--- src/rtl/unidade_controle_exp7.sv ---
// unidade_controle_exp7
// Moore controller for the memory game. It walks the datapath through each
// round: it clears the counters, waits for a button press, latches the play,
// compares it with memory and then advances the address or round counter.
// It also declares the outcome: win, wrong play, or timeout while waiting.
// A private timer bounds the time a player may take for each move.
module unidade_controle_exp7 #(
  parameter int TIMEOUT_CICLOS = 5000
) (
  input  logic       clock,
  input  logic       reset,
  input  logic       iniciar,
  input  logic       jogada,
  input  logic       igual,
  input  logic       enderecoIgualRodada,
  input  logic       fimR,
  output logic       zeraE,
  output logic       contaE,
  output logic       zeraR,
  output logic       contaR,
  output logic       registraR,
  output logic       pronto,
  output logic       ganhou,
  output logic       perdeu,
  output logic       db_timeout,
  output logic [3:0] db_estado
);

  // The timer only has to reach TIMEOUT_CICLOS-1, because the FSM leaves the
  // wait state at that value. It therefore never needs to hold TIMEOUT_CICLOS.
  localparam int TimerW = $clog2(TIMEOUT_CICLOS);
  localparam logic [TimerW-1:0] TimerLast = TimerW'(TIMEOUT_CICLOS - 1);

  // The encodings match the codes shown on the hex debug display.
  typedef enum logic [3:0] {
    sInicial       = 4'h0,
    sPreparacao    = 4'h1,
    sIniciaRodada  = 4'h2,
    sEsperaJogada  = 4'h3,
    sRegistra      = 4'h4,
    sComparacao    = 4'h5,
    sProximaJogada = 4'h6,
    sProximaRodada = 4'h8,
    sFimGanhou     = 4'hA,
    sFimPerdeu     = 4'hB,
    sFimTimeout    = 4'hE
  } estado_t;

  estado_t           estado_q, estado_d;
  logic [TimerW-1:0] timer_q, timer_d;
  logic              timerExpira;

  assign timerExpira = (timer_q == TimerLast);

  // State and timer registers; reset returns to the idle state at once.
  always_ff @(posedge clock or posedge reset) begin
    if (reset) begin
      estado_q <= sInicial;
      timer_q  <= '0;
    end else begin
      estado_q <= estado_d;
      timer_q  <= timer_d;
    end
  end

  // Next-state logic. A button press takes priority over an expiring timer.
  always_comb begin
    estado_d = estado_q;
    case (estado_q)
      sInicial:       if (iniciar) estado_d = sPreparacao;
      sPreparacao:    estado_d = sIniciaRodada;
      sIniciaRodada:  estado_d = sEsperaJogada;
      sEsperaJogada: begin
        if (jogada)           estado_d = sRegistra;
        else if (timerExpira) estado_d = sFimTimeout;
        else                  estado_d = sEsperaJogada;
      end
      sRegistra:      estado_d = sComparacao;
      sComparacao: begin
        if (!igual)                    estado_d = sFimPerdeu;
        else if (!enderecoIgualRodada) estado_d = sProximaJogada;
        else if (!fimR)                estado_d = sProximaRodada;
        else                           estado_d = sFimGanhou;
      end
      sProximaJogada: estado_d = sEsperaJogada;
      sProximaRodada: estado_d = sIniciaRodada;
      sFimGanhou,
      sFimPerdeu,
      sFimTimeout:    if (iniciar) estado_d = sPreparacao;
      default:        estado_d = sInicial;
    endcase
  end

  // The timer counts only while the FSM stays in the wait state. It restarts
  // from zero on each new visit, so every move gets the full time allowance.
  always_comb begin
    timer_d = '0;
    if (estado_q == sEsperaJogada && estado_d == sEsperaJogada) begin
      timer_d = timer_q + TimerW'(1);
    end
  end

  // Moore output decode; every output defaults low and depends only on state.
  always_comb begin
    zeraE      = 1'b0;
    contaE     = 1'b0;
    zeraR      = 1'b0;
    contaR     = 1'b0;
    registraR  = 1'b0;
    pronto     = 1'b0;
    ganhou     = 1'b0;
    perdeu     = 1'b0;
    db_timeout = 1'b0;
    case (estado_q)
      sPreparacao: begin
        zeraE = 1'b1;
        zeraR = 1'b1;
      end
      sIniciaRodada:  zeraE     = 1'b1;
      sRegistra:      registraR = 1'b1;
      sProximaJogada: contaE    = 1'b1;
      sProximaRodada: contaR    = 1'b1;
      sFimGanhou: begin
        pronto = 1'b1;
        ganhou = 1'b1;
      end
      sFimPerdeu: begin
        pronto = 1'b1;
        perdeu = 1'b1;
      end
      sFimTimeout: begin
        pronto     = 1'b1;
        perdeu     = 1'b1;
        db_timeout = 1'b1;
      end
      default: ;
    endcase
  end

  // The raw state code drives the hex display.
  assign db_estado = estado_q;

endmodule

--- config.mk ---
export PLATFORM = sky130hd
export DESIGN_NAME = unidade_controle_exp7
export DESIGN_NICKNAME = d
export VERILOG_FILES = /design/src/rtl/unidade_controle_exp7.sv
export SDC_FILE = /design/constraint.sdc
export NUM_CORES = 1
export LEC_CHECK = 0
export ABC_AREA = 1
export BUFFER_PORTS_ARGS = -buffer_cell sky130_fd_sc_hd__buf_4
export CAP_MARGIN = 15
export CORE_ASPECT_RATIO = 0.7
export CORE_MARGIN = 4
export CORE_UTILIZATION = 50
export CTS_CLUSTER_SIZE = 20
export DETAILED_ROUTE_END_ITERATION = 6
export GPL_ROUTABILITY_DRIVEN = 0
export GPL_TIMING_DRIVEN = 0
export PLACE_DENSITY_LB_ADDON = 0.1
export RECOVER_POWER = 50
export SLEW_MARGIN = 5
export SYNTH_ARGS = -nofsm -noshare
export SYNTH_HDL_FRONTEND = slang
export SYNTH_SLANG_ARGS = --single-unit
--- constraint.sdc ---
create_clock -name clock -period 2.9 [get_ports clock]
set_clock_uncertainty 0.15 [all_clocks]
set_input_delay 0.58 -clock clock [delete_from_list [all_inputs] [get_ports clock]]
set_output_delay 0.58 -clock clock [all_outputs]
set_load 0.005 [all_outputs]
==> metrics.txt <==
Die ar. 0.00320 mm^2; status complete, no violations; cells along the critical path inv_1 -> nor2_1 -> inv_1 -> nor3_1 -> buf_4; Clock Root Buffer clkbuf_4; VDD IR max 0.415 mV; total congestion overflow 0; Tcrit/Tclk final 76.2%; R2R Setup Slk 1.00 ns; crit-path most repeated cell inv_1; GR Layer Usage met1 31.0%; # diodes 0; Final Critical Period 2.21 ns; layout cells sized above 1 20.6%; Synth Area in Compound Gates 1.71%; final cell count without fillers 221; # DRC 0; # hold bufs at CTS 0; Mapped Cells 166; initial antenna violation count 0; cell family with most CP delay flip-flops; Synth Area in Adders 1.07%; Yosys reg bits 17; Avg Inst Size Synth 7.06 um^2; nature of the critical path endpoint output port; total CTS buffers 3; GRT Total Usage 19.0%; RR Startpoint timer_q[0]; number of global-route vias before repair 1014; largest family of logic cells by synthesized area simple AND/OR/NAND/NOR gates; CP Launch Point db_estado[1]; Final setup viols 0; Die X 65.9 um; post-synthesis xor/xnor area fraction 5.23%; initial DRC count 47; critical path's slowest cell dfrtp_1; Slew Limit Fails 0; Final Hold Viols 0; placed cell count 217; post-CTS setup buffer count 0; simple-gate share of the synthesized area 45.1%; Layout Nets 198; io pins 20; crit path DAT 1.48 ns; Seq/Total Area, Yosys 36.3%; DRT Pass-1 Iters 4; Post-CTS Resized 0; Yosys Warn Count 0; via count 1100; vias per std cell 4.98; post-synthesis mux area share 0%; detailed placement HPWL 2.13 mm; hold slack final 0.213 ns; class of the worst hold path in -> async; htree depth 1; CP max FO 7; clock-pin slew on the worst setup and hold paths 0.10 ns; Routed WL 2.66 mm; Worst path depth 5; total leakage power 0.656 nW; CP required 2.17 ns; worst r2r dst timer_q[7]; max cap viols 0; total clock sinks 17; Top Usage Layer GRT met1; RSZ-0062 raised after global routing no; synthesized area 0.00117 mm^2; post-synthesis net count 174; Setup crit start kind register; Slowest Stage Delay on Critical Path 0.47 ns; Least-Margin Pin Slew 0.653 ns; GRT met2 Usage 24.3%; TNS Setup 0 ns; Max clock buf depth 2; number of library cell types mapped by synthesis 21; clk_lat worst skew 0.30 ns; Initial Utilization 53.5%; CP endpoint ganhou; f_max 452 MHz; core area 0.00219 mm^2; worst path bufs/invs 3; Post-DRT Antenna Nets 0; clock tree from TritonCTS done; Area Growth Syn to Fin 16.4%; GR Layer Usage met3 4.86%; die height 48.5 um; largest net degree at the start of global routing 18; R2R cell count 7; IO buf count 19; first-pass GRT wire length 4.61 mm; pwr dens 669 mW/mm^2; Slew headroom 56.4%; site row count 14; Setup CP Type reg -> out; routed len/inst 12.0 um
## worst min path at each step
stage / from / endpoint / slack (ns)
2_1_floorplan: timer_q[0] / timer_q[0] / 0.34
3_3_place_gp: timer_q[0] / timer_q[0] / 0.38
3_5_place_dp: timer_q[0] / timer_q[0] / 0.37
4_1_cts: reset / timer_q[5] / 0.24
5_1_grt: reset / db_estado[0] / 0.26
6_report: reset / timer_q[5] / 0.21
## cells by family after synthesis
kind of cell             after synthesis
adder cells (fa/ha/maj)                1
AND/OR/NAND/NOR                      109
flip-flops                            17
XOR/XNOR                               7
AO/OA/AOI/OAI                          4
buffers and inverters                 28
## where the power goes
part | switching (mW) | total [mW] | internal, mW | leakage, nW
combinational | 0.281 | 0.468 | 0.187 | 0.409
sequential | 0.0464 | 0.315 | 0.269 | 0.232
clock | 0.0756 | 0.129 | 0.0537 | 0.0150
total | 0.403 | 0.913 | 0.510 | 0.656
## layout by cell type (no fill, tap or decap)
cell      instances
clkbuf_4          5
xor2_1            6
clkinv_2          1
nor3_1            3
nand4_1           5
inv_2             1
nand2_4           1
nand2_1          45
nand2_2           1
nor2_2            5
o21ai_0           2
xnor2_1           1
nor2_4            7
dfrtp_1          17
a21oi_1           2
inv_1            24
clkbuf_1          2
nor2_1           29
ha_1              1
clkbuf_2          1
nand3_1          13
buf_4            16
buf_12            1
## cell usage after synthesis
library cell | count | area [um^2]
nand2_1 | 44 | 165
nor2_1 | 29 | 109
inv_1 | 24 | 90.1
dfrtp_1 | 17 | 425
nand3_1 | 12 | 60.1
nor2_4 | 7 | 78.8
xor2_1 | 6 | 52.6
nand4_1 | 5 | 31.3
nor2_2 | 5 | 31.3
nor3_1 | 3 | 15.0
a21oi_1 | 2 | 10.0
nand2_4 | 2 | 22.5
o21ai_0 | 2 | 10.0
buf_12 | 1 | 20.0
clkbuf_2 | 1 | 5.00
clkinv_2 | 1 | 5.00
ha_1 | 1 | 12.5
inv_2 | 1 | 3.75
nand2_2 | 1 | 6.26
nand3_2 | 1 | 10.0
xnor2_1 | 1 | 8.76
## metal layers
layer	up-vias	part of all wire (%)
met4	0	0.38
met5	-	0
met3	2	7.5
met2	44	42
li1	553	-
met1	501	51
## worst reg2reg max path: cells and delay by family, from the launching register on
family                   cells  cell delay (ns)
AND/OR/NAND/NOR              5             0.67
buffers and inverters        1             0.21
adder cells (fa/ha/maj)      1             0.30
flip-flops                   1             0.46
## registers in the layout (all words and copies together) (netlist names)
| register | cells |
|---|---|
| timer_q | 13 |
| db_estado | 4 |
## per-stage QoR
step           utilization, %  total power, mW  cell area [um^2]  setup WS (ns)
6_report                 62.3            0.913              1370          0.690
5_1_grt                  62.3            0.993              1370          0.534
4_1_cts                  63.1            0.926              1380          0.676
3_5_place_dp             61.9            0.795              1360           1.02
3_3_place_gp             61.9            0.784              1360           1.07
2_1_floorplan               -            0.621              1170           1.25
## cell type report
type	count	area, um^2
Tap cell	32	40.0
Sequential cell	17	425
Fill cell	214	825
Buffer	2	25.0
Timing Repair Buffer	19	139
Multi-Input combinational cell	121	611
Inverter	26	98.8
Clock buffer	4	26.3
No activity file was read; power rests on OpenSTA's default activity.
